$ cat src/rtl/pulses_pkg.sv
// pulses_pkg: shared types and default widths for the pulse-sequencing blocks.
// Contents: sweep_state_t FSM encoding, default delay/point/shot widths.
// Saturating delay arithmetic is implemented in sweep_step_alu, sized by DW.
package pulses_pkg;

  localparam int DW_DEF = 16;  // delay width in clock cycles
  localparam int NW_DEF = 16;  // point-count width
  localparam int SW_DEF = 16;  // shots-per-point width

  typedef enum logic [1:0] {
    IDLE  = 2'd0,
    ARM   = 2'd1,
    DWELL = 2'd2,
    FIN   = 2'd3
  } sweep_state_t;

endpackage

$ cat src/rtl/sweep_step_alu.sv
// sweep_step_alu: combinational saturating step of the sweep delay.
// Ports: base_i/step_i operands, result_o clamped result, sat_o set when clamped.
// SWEEP_BIDIR_EN adds dir_i: 1 subtracts the step and clamps at 0.
module sweep_step_alu #(
  parameter int DW = 16
) (
  input  logic [DW-1:0] base_i,
  input  logic [DW-1:0] step_i,
`ifdef SWEEP_BIDIR_EN
  input  logic          dir_i,
`endif
  output logic [DW-1:0] result_o,
  output logic          sat_o
);

  logic [DW:0] sum;

  always_comb begin
    sum      = {1'b0, base_i} + {1'b0, step_i};
    result_o = sum[DW-1:0];
    sat_o    = 1'b0;
`ifdef SWEEP_BIDIR_EN
    if (dir_i) begin
      if (step_i > base_i) begin
        result_o = '0;
        sat_o    = 1'b1;
      end else begin
        result_o = base_i - step_i;
      end
    end else if (sum[DW]) begin
      result_o = '1;
      sat_o    = 1'b1;
    end
`else
    // Carry out of the DW-bit add means the delay would wrap: clamp instead.
    if (sum[DW]) begin
      result_o = '1;
      sat_o    = 1'b1;
    end
`endif
  end

endmodule

$ cat src/rtl/delay_sweep_sequencer.sv
// delay_sweep_sequencer: steps the pulse-generator echo delay through a linear sweep.
// Inputs: start/abort requests, cfg_start/step/points/shots, period_tick from pulse timing.
// Outputs: del_out + one-cycle load strobe on a period boundary, point_idx, busy, done, sat.
// Optional: SWEEP_BIDIR_EN adds cfg_dir (1 = decrementing sweep), latched on accept.
module delay_sweep_sequencer
  import pulses_pkg::*;
#(
  parameter int DW = DW_DEF,
  parameter int NW = NW_DEF,
  parameter int SW = SW_DEF
) (
  input  logic          clk,
  input  logic          reset,
  input  logic          start,
  input  logic          abort,
  input  logic [DW-1:0] cfg_start,
  input  logic [DW-1:0] cfg_step,
  input  logic [NW-1:0] cfg_points,
  input  logic [SW-1:0] cfg_shots,
`ifdef SWEEP_BIDIR_EN
  input  logic          cfg_dir,
`endif
  input  logic          period_tick,
  output logic [DW-1:0] del_out,
  output logic          load,
  output logic [NW-1:0] point_idx,
  output logic          busy,
  output logic          done,
  output logic          sat
);

  sweep_state_t  state_q, state_d;
  logic [DW-1:0] del_q, del_d, step_q, step_d;
  logic [NW-1:0] idx_q, idx_d, pts_q, pts_d;
  logic [SW-1:0] shot_q, shot_d, shots_q, shots_d;
  logic          load_q, load_d, busy_q, busy_d, done_q, done_d, sat_q, sat_d;
  logic [DW-1:0] alu_result;
  logic          alu_sat;
`ifdef SWEEP_BIDIR_EN
  logic          dir_q, dir_d;
`endif

  sweep_step_alu #(.DW(DW)) u_alu (
    .base_i   (del_q),
    .step_i   (step_q),
`ifdef SWEEP_BIDIR_EN
    .dir_i    (dir_q),
`endif
    .result_o (alu_result),
    .sat_o    (alu_sat)
  );

  always_comb begin
    state_d = state_q;
    del_d   = del_q;
    step_d  = step_q;
    idx_d   = idx_q;
    pts_d   = pts_q;
    shot_d  = shot_q;
    shots_d = shots_q;
    busy_d  = busy_q;
    sat_d   = sat_q;
    load_d  = 1'b0;
    done_d  = 1'b0;
`ifdef SWEEP_BIDIR_EN
    dir_d   = dir_q;
`endif

    unique case (state_q)
      IDLE: begin
        // A tick coincident with the accepting start is not counted: ARM
        // only looks at ticks from the following cycle on.
        if (start && !abort) begin
          busy_d = 1'b1;
          if (cfg_points != '0 && cfg_shots != '0) begin
            del_d   = cfg_start;
            step_d  = cfg_step;
            pts_d   = cfg_points;
            shots_d = cfg_shots;
            idx_d   = '0;
            shot_d  = '0;
            sat_d   = 1'b0;
`ifdef SWEEP_BIDIR_EN
            dir_d   = cfg_dir;
`endif
            state_d = ARM;
          end else begin
            state_d = FIN;
          end
        end
      end
      ARM: begin
        if (period_tick) begin
          load_d  = 1'b1;
          shot_d  = '0;
          state_d = DWELL;
        end
      end
      DWELL: begin
        if (period_tick) begin
          if (shot_q < shots_q - SW'(1)) begin
            shot_d = shot_q + SW'(1);
          end else if (idx_q == pts_q - NW'(1)) begin
            state_d = FIN;
          end else begin
            idx_d  = idx_q + NW'(1);
            del_d  = alu_result;
            sat_d  = sat_q | alu_sat;
            shot_d = '0;
            load_d = 1'b1;
          end
        end
      end
      FIN: begin
        done_d  = 1'b1;
        busy_d  = 1'b0;
        state_d = IDLE;
      end
      default: state_d = IDLE;
    endcase

    // Abort overrides everything above; the last delay stays on del_out.
    if (abort && state_q != IDLE) begin
      state_d = IDLE;
      busy_d  = 1'b0;
      load_d  = 1'b0;
      done_d  = 1'b0;
      del_d   = del_q;
      idx_d   = idx_q;
      sat_d   = sat_q;
    end
  end

  always_ff @(posedge clk) begin
    if (reset) begin
      state_q <= IDLE;
      del_q   <= '0;
      step_q  <= '0;
      idx_q   <= '0;
      pts_q   <= '0;
      shot_q  <= '0;
      shots_q <= '0;
      load_q  <= 1'b0;
      busy_q  <= 1'b0;
      done_q  <= 1'b0;
      sat_q   <= 1'b0;
`ifdef SWEEP_BIDIR_EN
      dir_q   <= 1'b0;
`endif
    end else begin
      state_q <= state_d;
      del_q   <= del_d;
      step_q  <= step_d;
      idx_q   <= idx_d;
      pts_q   <= pts_d;
      shot_q  <= shot_d;
      shots_q <= shots_d;
      load_q  <= load_d;
      busy_q  <= busy_d;
      done_q  <= done_d;
      sat_q   <= sat_d;
`ifdef SWEEP_BIDIR_EN
      dir_q   <= dir_d;
`endif
    end
  end

  assign del_out   = del_q;
  assign load      = load_q;
  assign point_idx = idx_q;
  assign busy      = busy_q;
  assign done      = done_q;
  assign sat       = sat_q;

endmodule
$ cat config.mk
export PLATFORM = sky130hd
export DESIGN_NAME = delay_sweep_sequencer
export DESIGN_NICKNAME = d
export VERILOG_FILES = /design/src/rtl/pulses_pkg.sv /design/src/rtl/sweep_step_alu.sv /design/src/rtl/delay_sweep_sequencer.sv
export SDC_FILE = /design/constraint.sdc
export NUM_CORES = 1
export LEC_CHECK = 0
export ABC_AREA = 1
export BUFFER_PORTS_ARGS = -buffer_cell sky130_fd_sc_hd__clkbuf_2
export CORE_MARGIN = 3
export CORE_UTILIZATION = 35
export CTS_CLUSTER_DIAMETER = 80
export DETAILED_ROUTE_END_ITERATION = 12
export GPL_TIMING_DRIVEN = 0
export PLACE_DENSITY = 0.53
export SYNTH_ARGS = -nofsm -noshare
export SYNTH_HDL_FRONTEND = slang
export SYNTH_SLANG_ARGS = --single-unit
$ cat constraint.sdc
create_clock -name clk -period 6.75 [get_ports clk]
set_clock_uncertainty 0.2 [all_clocks]
set_input_delay 0.675 -clock clk [delete_from_list [all_inputs] [get_ports clk]]
set_output_delay 0.675 -clock clk [all_outputs]
set_load 0.005 [all_outputs]
==> run_results.csv, run 1 <==
group,metric,value,unit
status,run_status,"complete, no violations",
synthesis,yosys_warnings,0,
clocking,numCtsBuffers,9,
placement,portBuffers,104,
drt,wl,22.0,mm
pwr,pwr-share-comb,0.487,
min_path,hold_start,"sat",
drt,drtIter0Drc,375,
critical_path,crit_fanout,10,
global_routing,grt_overflow,0,
global_routing,grt_start_max_net_pins,18,
min_path,hold_class,"reg -> reg",
synthesis,synth_top_area_cell,"dfxtp_1",
layout,final_nets,1262,
synthesis,synth_edf_count,0,
drt,routedWlPerCell,15.5,um
pwr,ir_drop,175,uV
synthesis,synth_cells,1038,
drt,final_antenna_net_count,0,
drt,viasPerCell,4.96,
pwr,p_switching,1.17,mW
synthesis,yosysTopAreaCellShare,0.298,
synthesis,synth_ff_type,"dfxtp_1",
sta,min_period,4.16,ns
sta,rsz0062_at_grt,"no",
floorplan,io_pins,105,
global_routing,grt_pass1_vias,6670,
synthesis,synth_area,0.00686,mm2
critical_path,worstReg2RegEnd,"shot_q[8]",
min_path,hold_path_end,"sat",
clocking,post_cts_buffers,0,
layout,syn2layout_area_growth,16.3,%
placement,dp_hpwl,17.5,mm
critical_path,critical_path.startpoint,"shots_q[2]",
floorplan,die_x,146,um
floorplan,coreArea,0.0190,mm2
sta,slew_headroom,0.503,
critical_path,critPathLaunchType,"flop",
global_routing,grt_pass1_wl,35.1,mm
min_path,hold_depth,2,
pwr,clkPwrFrac,0.197,
synthesis,seq_area_frac_synth,0.298,
synthesis,ys_types,39,
pwr,internal_power,1.41,mW
layout,drive_gt1_frac,0.144,
clocking,hold_buffers,0,
sta,whs,0.251,ns
clocking,cts_max_level,3,
pwr,pwr-share-seq,0.315,
critical_path,timing.rr.start,"shots_q[2]",
placement,gp_congestion,0.850,
clocking,cts_sinks,102,
sta,tns,0,ns
drt,vias,7023,
critical_path,crit_path_end_kind,"flop",
synthesis,async_reset_ff_frac,0,
critical_path,criticalPathCategory,"reg -> reg",
sta,finalSetupViolations,0,
layout,final_util,0.421,
critical_path,cp.arrival,4.17,ns
synthesis,syn-num-nets,1147,
clocking,clkTransAtPathRegs,0.08,ns
clocking,clock_latency,0.35,ns
floorplan,num_rows,50,
critical_path,rrSetupSlack,2.59,ns
critical_path,reg2reg_depth,19,
sta,layout_worst_path_cycle_share,0.617,
clocking,root_buffer,"clkbuf_16",
pwr,switching_share,0.453,
sta,worst_slew_pin_slew,0.746,ns
clocking,ctsResizeCount,0,
clocking,clockBufferDepth,2,
synthesis,synth.top_cells.by_area,"dfxtp_1 (30%), nand2_1 (12%), nand3_1 (8.3%)",
floorplan,start_util,0.362,
sta,fmax,0.240,GHz
sta,hold_viol,0,
pwr,power_leakage,3.56,nW
critical_path,cp_data_required_time,6.76,ns
synthesis,ys_ff_latch,102,
layout,diodes,0,
global_routing,antenna_found_initial,2,
floorplan,dieHeight,146,um
global_routing,grtUsageTotal,0.204,
floorplan,die_area,0.0213,mm2
clocking,cts_tree,"done",
pwr,p_per_area,323,mW/mm2
drt,dr.pass1.iters,4,
run,maxCapViolations,0,
synthesis,syn_avg_cell_area,6.61,um2
drt,route.detailed.drc,0,
sta,slew_violations,0,
-- worst max-delay path by stage --
stage                            end  slack [ns]  cells after the start
after detailed placement  shot_q[10]        2.64                     20
after CTS                 shot_q[10]        2.60                     20
after floorplan            shot_q[4]        3.35                     19
final                      shot_q[8]        2.59                     19
after global placement     shot_q[0]        2.64                     19
after global routing      shot_q[14]        2.03                     20
-- critical path, stage by stage (launching register included) --
cell,delay (ns)
dfxtp_1,0.35
nor2_1,0.09
nand2_1,0.08
nor3_1,0.35
nand3_1,0.23
nor4_1,0.43
nand3_1,0.15
xor2_1,0.18
ha_1,0.31
a21oi_1,0.15
o21ai_0,0.11
a21oi_1,0.19
nand2_2,0.19
nor2_2,0.30
inv_2,0.13
nand3_4,0.15
nand2_4,0.10
buf_8,0.19
nand2_2,0.06
a21oi_2,0.05
-- state kept, by name, summed over array words and instances, names as in the netlist --
register   cells
pts_q         16
load           1
del_out       16
state_q        2
shots_q       16
sat            1
busy           1
done           1
step_q        16
point_idx     16
shot_q        16
-- layer usage --
| metal | global-route usage | vias up | wire length (um) |
|---|---|---|---|
| met4 | 0.0461 | 4 | 286 |
| met3 | 0.0475 | 23 | 1230 |
| met1 | 0.278 | 3156 | 10600 |
| met5 | 0 | - | 21 |
| li1 | - | 3671 | - |
| met2 | 0.329 | 169 | 9920 |
-- power by group through the flow --
stage	clock network, mW	logic (mW)	registers (mW)
after global placement	0	1.25	0.831
after detailed placement	0	1.26	0.830
final	0.509	1.26	0.813
after floorplan	0	0.934	0.796
after global routing	0.549	1.45	0.832
after CTS	0.527	1.27	0.816
-- cell type report --
| cell class | count | area [um2] |
|---|---|---|
| clock inverter | 5 | 45.0 |
| buffer | 40 | 186 |
| sequential | 102 | 2040 |
| inverter | 89 | 334 |
| tap | 260 | 325 |
| timing repair buffer | 104 | 520 |
| clock buffer | 10 | 229 |
| multi-input combinational | 807 | 4300 |
| fill | 2113 | 11000 |
-- cell usage in the layout, fill, tap and decap left out, types with 8 or more instances in the layout --
cell and n:
nand2_1 218, o21ai_0 39, clkbuf_16 9, nor2_1 126, nand2_2 12, ha_1 39, xor2_1 41, nor3_1 17
a31oi_1 8, dfxtp_1 102, clkbuf_2 104, clkbuf_1 31, nor4_1 13, o21ai_1 12, nor2_2 11, inv_1 84
nand4_1 10, a21oi_1 101, xnor2_1 14, nand3_1 114
-- cell families (layout without fill, tap and decap cells) --
kind of cell    Yosys count  count (layout)  share of synthesized area
fa+ha+maj                40              40                     0.0740
flops                   102             102                      0.298
xor+xnor                 55              55                     0.0702
buf+inv                 129             248                     0.0759
compound gates          175             175                      0.135
simple gates            537             537                      0.347
-- synth_stat cells (13+ instances only) --
master	number
clkbuf_1	30
nand2_1	218
a21oi_1	101
ha_1	39
dfxtp_1	102
nand3_1	114
xor2_1	41
nor3_1	17
nor4_1	13
o21ai_0	39
inv_1	84
xnor2_1	14
nor2_1	126
-- metrics by stage --
stage          instances  instance area (um2)  setup slack (ns)  power [mW]
2_1_floorplan       1038                 6860              3.35        1.73
3_3_place_gp        1402                 7710              2.64        2.08
3_5_place_dp        1402                 7710              2.64        2.09
4_1_cts             1417                 7980              2.60        2.61
5_1_grt             1417                 7980              2.03        2.83
6_report            1417                 7980              2.59        2.58
No activity file was read; power rests on OpenSTA's default activity.
==> inputs of run 2 (changes only) <==
--- a/config.mk
+++ b/config.mk
@@ -12,7 +12,7 @@
 export CTS_CLUSTER_DIAMETER = 80
 export DETAILED_ROUTE_END_ITERATION = 12
 export GPL_TIMING_DRIVEN = 0
-export PLACE_DENSITY = 0.53
+export PLACE_DENSITY = 0.54
 export SYNTH_ARGS = -nofsm -noshare
 export SYNTH_HDL_FRONTEND = slang
 export SYNTH_SLANG_ARGS = --single-unit
==> constraint.sdc (replaced) <==
create_clock -name clk -period 3.8 [get_ports clk]
set_clock_uncertainty 0.2 [all_clocks]
set_input_delay 0.38 -clock clk [delete_from_list [all_inputs] [get_ports clk]]
set_output_delay 0.38 -clock clk [all_outputs]
set_load 0.005 [all_outputs]
==> run_results.csv, run 2 (synthesis gave the netlist of run 1 again) <==
group,metric,value,unit
status,run_status,"complete, no violations",
floorplan,die_area,0.0213,mm2
layout,fillers,2059,
floorplan,io_pins,105,
global_routing,antenna_found_initial,2,
sta,slew_violations,0,
drt,final_antenna_net_count,0,
drt,dr.pass1.iters,6,
layout,multiInputGateArea,0.00439,mm2
sta,finalSetupViolations,0,
drt,viasPerCell,4.98,
drt,wl,22.2,mm
layout,diodes,0,
drt,vias,7136,
clocking,root_buffer,"clkbuf_16",
critical_path,cp_data_required_time,3.86,ns
clocking,clock_latency,0.36,ns
min_path,hold_class,"in -> reg",
critical_path,worstReg2RegEnd,"shot_q[4]",
critical_path,rrSetupSlack,0.26,ns
placement,gp_congestion,0.880,
layout,register_area,0.00204,mm2
sta,setup_ws,0.257,ns
placement,dpl_worst_slack,-0.308,ns
min_path,hold_path_end,"step_q[3]",
drt,routedWlPerCell,15.5,um
placement,dp_hpwl,17.3,mm
critical_path,crit_path_end_kind,"flop",
global_routing,grtUsageTotal,0.203,
critical_path,cp.arrival,3.60,ns
layout,final_util,0.436,
floorplan,num_rows,50,
floorplan,coreArea,0.0190,mm2
clocking,clkTransAtPathRegs,0.08,ns
clocking,numCtsBuffers,9,
sta,worst_slew_pin_slew,0.746,ns
critical_path,crit_fanout,7,
clocking,cts_tree,"done",
layout,final_area,0.00826,mm2
placement,dpl_cell_area,0.00771,mm2
critical_path,timing.rr.start,"shots_q[2]",
floorplan,start_util,0.362,
floorplan,die_x,146,um
global_routing,grt_pass1_vias,6540,
layout,syn2layout_area_growth,20.4,%
critical_path,criticalPathCategory,"reg -> reg",
layout,final_common_cell,"nand2_1",
clocking,hold_buffers,0,
global_routing,grt_pass1_wl,34.9,mm
layout,layout_common_cells,"nand2_1 (217), nor2_1 (125), nand3_1 (113)",
critical_path,critPathLaunchType,"flop",
min_path,hold_start,"cfg_step[3]",
sta,tns,0,ns
pwr,p_per_area,601,mW/mm2
clocking,cts_max_level,3,
layout,drive_gt1_frac,0.164,
min_path,hold_depth,3,
pwr,power_leakage,3.68,nW
global_routing,grt_overflow,0,
pwr,ir_drop,280,uV
drt,drtIter0Drc,388,
placement,place_inst,1402,
sta,slew_headroom,0.501,
sta,whs,0.0684,ns
global_routing,grt_start_max_net_pins,20,
clocking,cts_sinks,102,
floorplan,dieHeight,146,um
layout,layoutNonFillerInstCount,1433,
drt,route.detailed.drc,0,
pwr,p_total,4.96,mW
sta,layout_worst_path_cycle_share,0.932,
sta,min_period,3.54,ns
clocking,clockBufferDepth,2,
critical_path,reg2reg_depth,19,
layout,final_nets,1277,
sta,fmax,0.282,GHz
placement,portBuffers,104,
sta,hold_viol,0,
run,maxCapViolations,0,
==> run 2: routing by layer <==
layer,vias to the layer above,wire (um),track usage
li1,3690,-,-
met1,3245,10500,0.281
met2,182,10100,0.331
met3,15,1440,0.0500
met4,4,154,0.0268
met5,-,27,0
==> run 2: how the worst max path moves through the flow <==
stage / start / endpoint / slack (ns) / cells past startpoint
after floorplan: shots_q[2] / shot_q[4] / 0.40 / 19
after global placement: shots_q[2] / shot_q[0] / -0.29 / 19
after detailed placement: shots_q[2] / shot_q[0] / -0.31 / 19
after CTS: shots_q[2] / shot_q[10] / 0.04 / 20
after global routing: shots_q[2] / shot_q[4] / -0.006 / 19
final: shots_q[2] / shot_q[4] / 0.26 / 19
==> run 2: timing repair <==
action,CTS,global route
pin swaps,0,9
endpoints found under the setup margin,48,48
gates cloned,0,2
setup buffers,0,13
resized for setup,3,17
==> run 2: critical path, cell delays in order (launching register included) <==
cell and delay [ns]:
dfxtp_2 0.35, nor2_2 0.12, nand2_2 0.09, nor3_4 0.26
nand3_4 0.13, nor4_4 0.26, nand3_1 0.13, xor2_1 0.15
ha_1 0.31, a21oi_1 0.14, o21ai_0 0.10, a21oi_1 0.19
nand2_2 0.16, nor2_4 0.18, inv_2 0.09, nand3_4 0.12
nand2_8 0.10, clkbuf_16 0.20, nor2_1 0.10, nor2_1 0.06
==> run 2: layout make-up <==
class,instances,share of cell area
Clock buffer,9,0.0273
Inverter,89,0.0404
Sequential cell,102,0.247
Clock inverter,7,0.0112
Tap cell,260,0.0394
Timing Repair Buffer,118,0.0794
Multi-Input combinational cell,808,0.531
Buffer,40,0.0241
==> run 2: power by group <==
group          internal (mW)  switching [mW]  leakage, nW  total, mW
sequential              1.25           0.199        0.834       1.45
clock                  0.529           0.487        0.149       1.02
combinational          0.977            1.52         2.70       2.50
==> inputs of run 3 (changes only) <==
--- a/config.mk
+++ b/config.mk
@@ -5,14 +5,14 @@
 export SDC_FILE = /design/constraint.sdc
 export NUM_CORES = 1
 export LEC_CHECK = 0
-export ABC_AREA = 1
 export BUFFER_PORTS_ARGS = -buffer_cell sky130_fd_sc_hd__clkbuf_2
 export CORE_MARGIN = 3
 export CORE_UTILIZATION = 35
 export CTS_CLUSTER_DIAMETER = 80
 export DETAILED_ROUTE_END_ITERATION = 12
 export GPL_TIMING_DRIVEN = 0
-export PLACE_DENSITY = 0.54
+export PLACE_DENSITY = 0.55
 export SYNTH_ARGS = -nofsm -noshare
 export SYNTH_HDL_FRONTEND = slang
 export SYNTH_SLANG_ARGS = --single-unit
+export TNS_END_PERCENT = 20
==> run_results.csv, run 3 <==
group,metric,value,unit
status,run_status,"complete, no violations",
synthesis,synth_ff_type,"dfxtp_1",
min_path,hold_class,"in -> reg",
layout,final_nets,1046,
synthesis,seq_area_frac_synth,0.314,
placement,gp_congestion,0.829,
sta,hold_viol,0,
run,maxCapViolations,0,
sta,setup_ws,0.182,ns
synthesis,synth_common_cells,"nand2_1 (149), dfxtp_1 (102), a21oi_1 (83)",
critical_path,slowest_stage,"a2111o_1",
drt,viasPerCell,5.49,
layout,layoutNonFillerInstCount,1171,
critical_path,path_depth,16,
clocking,clockBufferDepth,2,
synthesis,synth_compound_area_frac,0.226,
sta,finalSetupViolations,0,
sta,min_period,3.62,ns
synthesis,synth.top_cells.by_area,"dfxtp_1 (31%), nand2_1 (8.6%), ha_1 (7.5%)",
critical_path,critPathLaunchType,"flop",
pwr,power_leakage,3.15,nW
placement,place_inst,1151,
layout,final_area,0.00788,mm2
clocking,clkTransAtPathRegs,0.07,ns
synthesis,synth_cells,818,
clocking,cts_max_level,3,
drt,drtIter0Drc,394,
global_routing,met1_usage,0.283,
placement,dpl_cell_area,0.00731,mm2
floorplan,die_area,0.0202,mm2
drt,routedWlPerCell,17.2,um
critical_path,cp_slowest_stage_delay,0.43,ns
global_routing,grtUsageTotal,0.199,
pwr,ir_drop,282,uV
global_routing,use_met3,0.0269,
critical_path,worstPathCellList,"nor2_2 > nand2_2 > nor4_4 > nand3_2 > or2_4 > nor4_4 > xnor2_1 > ha_1 > a2111o_1 > nor2_1 > nor2_2 > o21ai_4 > nor4_4 > buf_6 > nor4_1 > mux2i_1",
layout,drive_gt1_frac,0.190,
layout,final_common_cell,"nand2_1",
clocking,cts_tree,"done",
synthesis,synth_edf_count,0,
global_routing,top_usage_layer,"met2",
sta,fmax,0.276,GHz
synthesis,ys_types,68,
synthesis,yosysTopAreaCellShare,0.314,
floorplan,dieHeight,142,um
synthesis,synth_top_area_cell,"dfxtp_1",
placement,dpl_worst_slack,-0.626,ns
global_routing,grt_pass1_wl,31.9,mm
critical_path,cp_data_required_time,3.89,ns
synthesis,async_reset_ff_frac,0,
critical_path,crit_fanout,5,
clocking,cts_sinks,102,
global_routing,antenna_found_initial,0,
global_routing,grt_pass1_vias,5879,
layout,layout_common_cells,"nand2_1 (148), clkbuf_2 (105), dfxtp_1 (99)",
critical_path,cp.arrival,3.70,ns
drt,final_antenna_net_count,0,
sta,layout_worst_path_cycle_share,0.952,
critical_path,reg2reg_depth,16,
floorplan,start_util,0.359,
global_routing,grt_overflow,0,
floorplan,die_x,142,um
synthesis,synth_area,0.00650,mm2
synthesis,yosysMostFrequentCell,"nand2_1",
critical_path,path_buf_inv,1,
drt,wl,20.2,mm
synthesis,syn_avg_cell_area,7.94,um2
critical_path,crit_path_end_kind,"flop",
sta,slew_headroom,0.359,
layout,syn2layout_area_growth,21.3,%
sta,slew_violations,0,
critical_path,crit_top_cell,"nor4_4",
synthesis,yosys.area_share.simple,0.236,
synthesis,synth-adder-area-share,0.0782,
synthesis,yosys_warnings,0,
global_routing,grt_start_max_net_pins,16,
pwr,p_total,3.95,mW
synthesis,synth_top_family_by_area,"simple AND/OR/NAND/NOR gates",
floorplan,io_pins,105,
floorplan,coreArea,0.0181,mm2
sta,whs,0.0374,ns
drt,route.detailed.drc,0,
placement,dp_hpwl,15.2,mm
synthesis,syn-num-nets,927,
layout,diodes,0,
clocking,root_buffer,"clkbuf_16",
clocking,clock_latency,0.36,ns
critical_path,criticalPathCategory,"reg -> reg",
layout,fillers,1831,
sta,worst_slew_pin_slew,0.961,ns
synthesis,ys_ff_latch,102,
drt,vias,6434,
min_path,hold_depth,3,
synthesis,synth-xor-area-share,0.0620,
clocking,numCtsBuffers,9,
critical_path,cpLargestDelayFamily,"simple AND/OR/NAND/NOR gates",
pwr,p_per_area,501,mW/mm2
global_routing,use_met2,0.312,
floorplan,num_rows,49,
placement,portBuffers,104,
synthesis,muxShareOfSynthArea,0.0449,
drt,dr.pass1.iters,5,
[run 3: per-layer routing]
layer  vias up  routed length [um]
li1       3247                   -
met1      3010                9520
met2       151                9370
met3        26                 986
met4         0                 322
met5         -                   0
[run 3: final cells by class]
type	count	area [um2]	share of cell area
flip-flops and latches	102	2050	0.259
clock buffers	12	246	0.0313
multi-input cells	656	4420	0.561
inverters	22	82.6	0.0105
clock inverters	4	70.1	0.00889
well taps	229	287	0.0363
plain buffers	38	181	0.0230
repair buffers	108	548	0.0695
[run 3: power by group]
part	leakage, nW	internal, mW	switching, mW	total (mW)
Sequential	0.830	1.19	0.124	1.31
Combinational	2.16	0.627	0.995	1.62
Clock	0.157	0.594	0.423	1.02
[run 3: cells by family after synthesis]
kind of cell / after synthesis
mux: 29
xor+xnor: 46
flops: 102
buf+inv: 60
fa+ha+maj: 40
compound gates: 219
simple gates: 322
[run 3: metrics by stage]
| step | utilization | TNS (ns) |
|---|---|---|
| 3_5_place_dp | 0.404 | -16.87 |
| 3_3_place_gp | 0.404 | -14.97 |
| 2_1_floorplan | - | 0 |
| 4_1_cts | 0.427 | 0 |
| 6_report | 0.436 | 0 |
| 5_1_grt | 0.436 | -0.397 |
[run 3: worst register-to-register path: stages, from the launching register on]
cell and delay [ns]:
dfxtp_2 0.35, nor2_2 0.14, nand2_2 0.09, nor4_4 0.25, nand3_2 0.11, or2_4 0.28
nor4_4 0.15, xnor2_1 0.10, ha_1 0.19, a2111o_1 0.43, nor2_1 0.15, nor2_2 0.07
o21ai_4 0.11, nor4_4 0.11, buf_6 0.17, nor4_1 0.42, mux2i_1 0.22
[run 3: repair_timing]
item / 4_1_cts / 5_1_grt
setup buffers: 2 / 1
cloned: 0 / 1
gates resized for setup: 25 / 28
pin swaps: 1 / 6
setup endpoints to repair: 45 / 46
hold buffers: 0 / 0
[run 3: worst paths after layout]
check               startpoint    endpoint  slack (ns)
setup / recovery    shots_q[2]  shot_q[10]        0.18
hold / removal    cfg_step[14]  step_q[14]        0.04
setup reg to reg    shots_q[2]  shot_q[10]        0.18
hold reg to reg     step_q[11]  step_q[11]        0.26
